==> src/rtl/ad5543_pkg.sv <==
// ad5543_pkg
// Shared definitions for the AD5543 serial DAC driver:
//   - default DW / PERIOD / SCLK_DIV values
//   - cs_rise_cycle(): frame-counter value at which CS_N rises and the DAC loads
//   - frame_state_e: IDLE (no frame), SHIFT (CS_N low, bits on the wire),
//     DONE (frame finished, waiting for the counter to wrap)
package ad5543_pkg;

  localparam int DEF_DW       = 16;
  localparam int DEF_PERIOD   = 96;
  localparam int DEF_SCLK_DIV = 2;

  typedef enum logic [1:0] {
    IDLE,
    SHIFT,
    DONE
  } frame_state_e;

  // Each bit occupies 2*sclk_div cycles starting at cnt=1, so CS_N rises
  // right after the last bit span.
  function automatic int cs_rise_cycle(input int dw, input int sclk_div);
    return 2 * sclk_div * dw + 1;
  endfunction

endpackage

==> src/rtl/ad5543_frame_timer.sv <==
// ad5543_frame_timer
// Owns the frame counter (0..PERIOD-1), the once-per-frame ready strobe and
// the bit/phase decode. Decode outputs describe the counter value of the NEXT
// cycle so the top level can register its pins and have them line up with cnt.
// Ports:
//   aclk, areset_n   clock, asynchronous active-low reset
//   en               block enable
//   busy             a frame is on the wire (keeps the counter running)
//   in_ready         en && cnt==0, forced low during reset
//   nxt_sclk         sclk level for the next cycle's bit span
//   nxt_bit_start    next cycle starts a new bit span (sdi may change)
//   nxt_cs_rise      next cycle is the CS_N rise / DAC load cycle
//   nxt_wrap         next cycle the counter is 0
module ad5543_frame_timer
  import ad5543_pkg::*;
#(
  parameter int DW       = DEF_DW,
  parameter int PERIOD   = DEF_PERIOD,
  parameter int SCLK_DIV = DEF_SCLK_DIV
) (
  input  logic aclk,
  input  logic areset_n,
  input  logic en,
  input  logic busy,
  output logic in_ready,
  output logic nxt_sclk,
  output logic nxt_bit_start,
  output logic nxt_cs_rise,
  output logic nxt_wrap
);

  localparam int CW      = $clog2(PERIOD);
  localparam int CS_RISE = cs_rise_cycle(DW, SCLK_DIV);

  localparam logic [CW-1:0] LAST_CNT    = CW'(PERIOD - 1);
  localparam logic [CW-1:0] CS_RISE_CNT = CW'(CS_RISE);
  localparam logic [CW-1:0] SPAN_CNT    = CW'(2 * SCLK_DIV);
  localparam logic [CW-1:0] HALF_CNT    = CW'(SCLK_DIV);
  localparam logic [CW-1:0] ONE_CNT     = CW'(1);

  if (PERIOD < CS_RISE + 1) begin : g_bad_period
    $error("ad5543_frame_timer: PERIOD must be >= 2*SCLK_DIV*DW+2");
  end

  logic [CW-1:0] cnt_q, cnt_d;
  logic [CW-1:0] idx;
  logic [CW-1:0] phase;
  logic          nxt_in_frame;

  // An idle, disabled block parks the counter at 0 so re-enabling produces
  // the ready strobe immediately.
  always_comb begin
    cnt_d = '0;
    if (busy || en) begin
      cnt_d = (cnt_q == LAST_CNT) ? '0 : cnt_q + ONE_CNT;
    end
  end

  always_comb begin
    idx           = cnt_d - ONE_CNT;
    phase         = idx % SPAN_CNT;
    nxt_in_frame  = (cnt_d != '0) && (cnt_d < CS_RISE_CNT);
    nxt_bit_start = nxt_in_frame && (phase == '0);
    nxt_sclk      = nxt_in_frame && (phase >= HALF_CNT);
    nxt_cs_rise   = (cnt_d == CS_RISE_CNT);
    nxt_wrap      = (cnt_d == '0);
  end

  assign in_ready = areset_n && en && (cnt_q == '0);

  always_ff @(posedge aclk or negedge areset_n) begin
    if (!areset_n) begin
      cnt_q <= '0;
    end else begin
      cnt_q <= cnt_d;
    end
  end

endmodule

==> src/rtl/ad5543_spi_dac_driver.sv <==
// ad5543_spi_dac_driver
// Serial front-end for the AD5543 16-bit DAC. One sample is accepted per frame
// (in_ready && in_valid) and shifted MSB-first on sdi with a divided sclk,
// framed by cs_n; the cs_n rising edge loads the DAC.
// Optional build macro AD5543_TWOS_COMPLEMENT_IN_EN: in_data is two's
// complement and its MSB is inverted at capture to give offset binary.
// Ports:
//   aclk, areset_n   clock, asynchronous active-low reset
//   en               block enable (only matters at frame boundaries)
//   in_valid/in_ready/in_data   sample handshake; in_ready pulses once per frame
//   sclk, sdi, cs_n  registered DAC pins (sclk idles low, cs_n idles high)
module ad5543_spi_dac_driver
  import ad5543_pkg::*;
#(
  parameter int DW       = DEF_DW,
  parameter int PERIOD   = DEF_PERIOD,
  parameter int SCLK_DIV = DEF_SCLK_DIV
) (
  input  logic          aclk,
  input  logic          areset_n,
  input  logic          en,
  input  logic          in_valid,
  output logic          in_ready,
  input  logic [DW-1:0] in_data,
  output logic          sclk,
  output logic          sdi,
  output logic          cs_n
);

  frame_state_e  state_q, state_d;
  logic [DW-1:0] shreg_q, shreg_d;
  logic [DW-1:0] cap_data;
  logic          sclk_q, sclk_d;
  logic          sdi_q, sdi_d;
  logic          cs_n_q, cs_n_d;
  logic          accept;
  logic          nxt_sclk;
  logic          nxt_bit_start;
  logic          nxt_cs_rise;
  logic          nxt_wrap;

  ad5543_frame_timer #(
    .DW       (DW),
    .PERIOD   (PERIOD),
    .SCLK_DIV (SCLK_DIV)
  ) u_timer (
    .aclk          (aclk),
    .areset_n      (areset_n),
    .en            (en),
    .busy          (state_q == SHIFT),
    .in_ready      (in_ready),
    .nxt_sclk      (nxt_sclk),
    .nxt_bit_start (nxt_bit_start),
    .nxt_cs_rise   (nxt_cs_rise),
    .nxt_wrap      (nxt_wrap)
  );

  assign accept = in_ready && in_valid;

  always_comb begin
    cap_data = in_data;
`ifdef AD5543_TWOS_COMPLEMENT_IN_EN
    cap_data[DW-1] = ~in_data[DW-1];
`endif
  end

  // The MSB goes out together with the cs_n fall; every later bit span start
  // (sclk falling edge) presents the next bit from the shift register.
  always_comb begin
    state_d = state_q;
    shreg_d = shreg_q;
    sdi_d   = sdi_q;
    sclk_d  = 1'b0;
    cs_n_d  = 1'b1;
    case (state_q)
      IDLE: begin
        if (accept) begin
          state_d = SHIFT;
          shreg_d = cap_data;
          sdi_d   = cap_data[DW-1];
          cs_n_d  = 1'b0;
        end
      end
      SHIFT: begin
        cs_n_d = 1'b0;
        sclk_d = nxt_sclk;
        if (nxt_cs_rise) begin
          state_d = DONE;
          cs_n_d  = 1'b1;
          sclk_d  = 1'b0;
        end else if (nxt_bit_start) begin
          shreg_d = {shreg_q[DW-2:0], 1'b0};
          sdi_d   = shreg_q[DW-2];
        end
      end
      DONE: begin
        if (nxt_wrap) begin
          state_d = IDLE;
        end
      end
      default: begin
        state_d = IDLE;
      end
    endcase
  end

  always_ff @(posedge aclk or negedge areset_n) begin
    if (!areset_n) begin
      state_q <= IDLE;
      shreg_q <= '0;
      sclk_q  <= 1'b0;
      sdi_q   <= 1'b0;
      cs_n_q  <= 1'b1;
    end else begin
      state_q <= state_d;
      shreg_q <= shreg_d;
      sclk_q  <= sclk_d;
      sdi_q   <= sdi_d;
      cs_n_q  <= cs_n_d;
    end
  end

  assign sclk = sclk_q;
  assign sdi  = sdi_q;
  assign cs_n = cs_n_q;

endmodule

==> config.mk <==
export PLATFORM = sky130hd
export DESIGN_NAME = ad5543_spi_dac_driver
export DESIGN_NICKNAME = d
export VERILOG_FILES = /design/src/rtl/ad5543_pkg.sv /design/src/rtl/ad5543_frame_timer.sv /design/src/rtl/ad5543_spi_dac_driver.sv
export SDC_FILE = /design/constraint.sdc
export NUM_CORES = 1
export LEC_CHECK = 0
export ABC_AREA = 1
export ABC_CLOCK_PERIOD_IN_PS = 1900
export CORE_AREA = 4 4 71 57
export DETAILED_ROUTE_END_ITERATION = 8
export DIE_AREA = 0 0 75 61
export GPL_TIMING_DRIVEN = 0
export PLACE_DENSITY = 0.73
export SYNTH_ARGS = -nofsm -noshare
export SYNTH_HDL_FRONTEND = slang
export SYNTH_SLANG_ARGS = --single-unit
==> constraint.sdc <==
create_clock -name aclk -period 1.9 [get_ports aclk]
set_input_delay 0.475 -clock aclk [delete_from_list [all_inputs] [get_ports aclk]]
set_output_delay 0.475 -clock aclk [all_outputs]
set_load 0.05 [all_outputs]
==> metrics.md <==
| Metric | Value |
|---|---|
| Status | `finished with violations` |
| Failing checks | `setup timing` |
| Antenna cells | `0` |
| Synth Register Bits | `27` |
| CTS Root Cell | `clkbuf_8` |
| Initial antenna violation count | `0` |
| Actual slew at the worst max-slew pin | `499 ps` |
| Placed insts | `around 270` |
| Syn nets | `230` |
| Pin count of the biggest net entering global routing | `29` |
| Synth Instances | `206` |
| Reg2Reg Setup Slack | `-150 ps` |
| DRT iter0 DRCs | `63` |
| YS warnings | `0` |
| Clk pwr share | `8.9%` |
| CTS tree | `yes` |
| Core Area | `3270 sq um` |
| Crit path max fanout | `5` |
| Die Y | `slightly above 60 um` |
| Reg2reg end | `shreg_q[0]$_DFFE_PN0P_` |
| DRT Pass-1 Iters | `4` |
| Switching Share | `46.8%` |
| Final hold vios | `0` |
| Worst clock skew | `2.26 ps` |
| Setup crit start | `u_timer.cnt_q[0]$_DFF_PN0_` |
| Total Routed Length | `3550 um` |
| Setup TNS | `-2300 ps` |
| Worst setup EP type | `register` |
| Largest stage delay, worst path | `430 ps` |
| Grt ovf | `0` |
| Slew headroom | `between 60% and 70%` |
| Non-filler cells, final | `about 290` |
| Remaining antenna violation count | `0` |
| Worst Hold Class | `input pin to async pin` |
| RSZ-0062 raised after global routing | `true` |
| Clock Latency Late Sink | `270 ps` |
| CP max stage cell | `dfrtp_1` |
| Final nets | `around 270` |
| # IOs | `24` |
| Sequential Power Share | `28.4%` |
| Die area | `4580 sq um` |
| Critical path required time | `2070 ps` |
| I/O Buffers | `23` |
| Post-CTS Hold Fix Bufs | `0` |
| Gr usage total | `16.9%` |
| Worst VDD drop | `1.05 mV` |
| Total placed instance area | `1800 sq um` |
| FMAX | `0.487 GHz` |
| Final core occ | `between 60% and 70%` |
| Reg clk slew, reported paths | `about 90 ps` |
| DR WL/cell | `12.4 um` |
| Fin crit share | `108%` |
| Vias | `1406` |
| Final worst slack | `-153 ps` |
| CTS buffer count | `3` |
| Worst r2r path cells | `15` |
| Vias in the first global route | `1295` |
| Initial core utilization | `between 40% and 50%` |
| Critical Path End | `shreg_q[0]$_DFFE_PN0P_` |
| RePlAce Congestion | `0.769` |
| Avg Inst Size Synth | `roughly 7.3 sq um` |
| Design area | `2120 sq um` |
| Mapped Area | `1510 sq um` |
| Pins Over Slew Limit | `0` |
| Rows | `18` |
| Worst reg2reg path startpoint | `u_timer.cnt_q[0]$_DFF_PN0_` |
| Seq/Total Area, Yosys | `around 45%` |
| Yosys cell types | `26` |
| Sink Count | `27` |
| Kind of critical path | `register to register` |
| Drt drc | `0` |
| Max-cap violation count | `0` |
| Detailed Place HPWL | `2310 um` |
| Die X | `75 um` |
| WHS | `96.6 ps` |
| Most used cell, CP | `nand2_2` |
| Vias per cell | `4.92` |
| First-pass GRT wire length | `5850 um` |
| Sw Pwr | `1680 uW` |
| Post-synth EDFFs | `0` |
| Layout area overhead | `40.5%` |
| Async S/R FF share, synth | `100%` |
| Worst EP arrival | `2220 ps` |
| Internal power | `between 1500 and 2000 uW` |
| H-Tree Depth | `1` |
| Ys flop type | `dfrtp_1` |
| Pwr Density | `1690 nW/um^2` |
| Final setup fails | `17` |
| Layout cell share with drive strength beyond 1 | `31.7%` |
| CP Launch Type | `register` |
| Logic pwr share | `a little over three fifths` |
| Clock buffer depth | `2` |
| CP Cell Sequence | `ha_2, nand2_2, buf_4, inv_1, nor2_1, nand2_1, inv_1, nor2_4, nand3_2, nand3_1, nand2_2, nand2_4, buf_6, nand2_2, nand2_2` |
| Final min period | `about 2100 ps` |
| LEAKAGE | `about 0.0011 uW` |
[power groups by stage]
stage | logic (uW) | clock network (uW) | registers (uW)
3_5_place_dp | 1600 | 0 | 975
6_report | 2250 | 320 | 1020
3_3_place_gp | 1580 | 0 | 973
4_1_cts | 1990 | 328 | 986
5_1_grt | 2500 | 363 | 1050
2_1_floorplan | 1130 | 0 | 1050
[metal layers]
metal	GRT usage [%]	wire (um)	up-vias
met5	0	0	-
met4	4.06	18	0
met3	4.97	124	2
met2	25.3	1670	16
met1	24.1	1740	664
li1	-	-	724
[sequential cells by signal (all words and copies together), names as in the netlist]
register and cells:
sdi 1, u_timer.cnt_q 7, state_q 2, sclk 1, cs_n 1, shreg_q 15
[cell usage after synthesis (2+ instances only)]
library cell  count  area, sq um
nor2_2            2         12.5
inv_1            15         56.3
buf_4             2         15.0
inv_2             2         7.51
nand3_1          25          125
nand2_1          98          368
nand2_4           2         22.5
dfrtp_1          26          651
nand2_2           5         31.3
nor2_1            9         33.8
o21ai_0           2         10.0
ha_1              4         50.1
[cell families after synthesis]
logic type / synth area share, %
and+or+nand+nor: 41.7
DFF: 44.9
buffers and inverters: 6.56
AOI/OAI and AO/OA: 3.49
adders and majority gates: 3.32
[worst min path at each step]
stage / endpoint / cells after the start / slack, ps / start
2_1_floorplan: sclk$_DFF_PN0_ / 0 / 180 / areset_n
3_3_place_gp: shreg_q[14]$_DFFE_PN0P_ / 2 / 450 / shreg_q[14]$_DFFE_PN0P_
3_5_place_dp: shreg_q[13]$_DFFE_PN0P_ / 2 / 460 / shreg_q[13]$_DFFE_PN0P_
4_1_cts: shreg_q[10]$_DFFE_PN0P_ / 1 / 110 / areset_n
5_1_grt: shreg_q[10]$_DFFE_PN0P_ / 1 / 120 / areset_n
6_report: shreg_q[10]$_DFFE_PN0P_ / 1 / 100 / areset_n
[cell type report]
type / count / area, sq um
buffer: 5 / 42.5
clock buffer: 4 / 45.0
fill: 272 / 1150
inverter: 17 / 63.8
multi-input combinational: 157 / 898
sequential: 27 / 678
tap: 40 / 50.0
timing repair buffer: 36 / 340
[through the flow]
step,power (uW),setup WS (ps)
after floorplan,2180,-336
after global placement,2550,-1780
after detailed placement,2580,-1770
after CTS,3300,-116
after global routing,3910,-302
final,3590,-153
[layout by cell type, fill, tap and decap left out, types with 4 or more instances in the layout]
| master | instances |
|---|---|
| buf_4 | 10 |
| buf_6 | 8 |
| inv_2 | 5 |
| nor2_1 | 6 |
| nand3_1 | 21 |
| inv_1 | 12 |
| nand2_2 | 27 |
| dfrtp_1 | 25 |
| clkdlybuf4s50_1 | 17 |
| nor2_2 | 4 |
| nand2_4 | 4 |
| nand2_1 | 74 |
[what timing repair did]
item | CTS | global route
pin swaps | 14 | 8
buffers inserted | 11 | 1
gates cloned | 1 | 0
endpoints found under the setup margin | 22 | 21
resized for setup | 45 | 26
[critical path, delay by kind of cell (launching register included)]
| kind | cells | cell delay [ps] |
|---|---|---|
| buffers and inverters | 4 | 460 |
| adder cells (fa/ha/maj) | 1 | 210 |
| flip-flops | 1 | 430 |
| AND/OR/NAND/NOR | 10 | 850 |
Power figures use the tool's default switching activity.
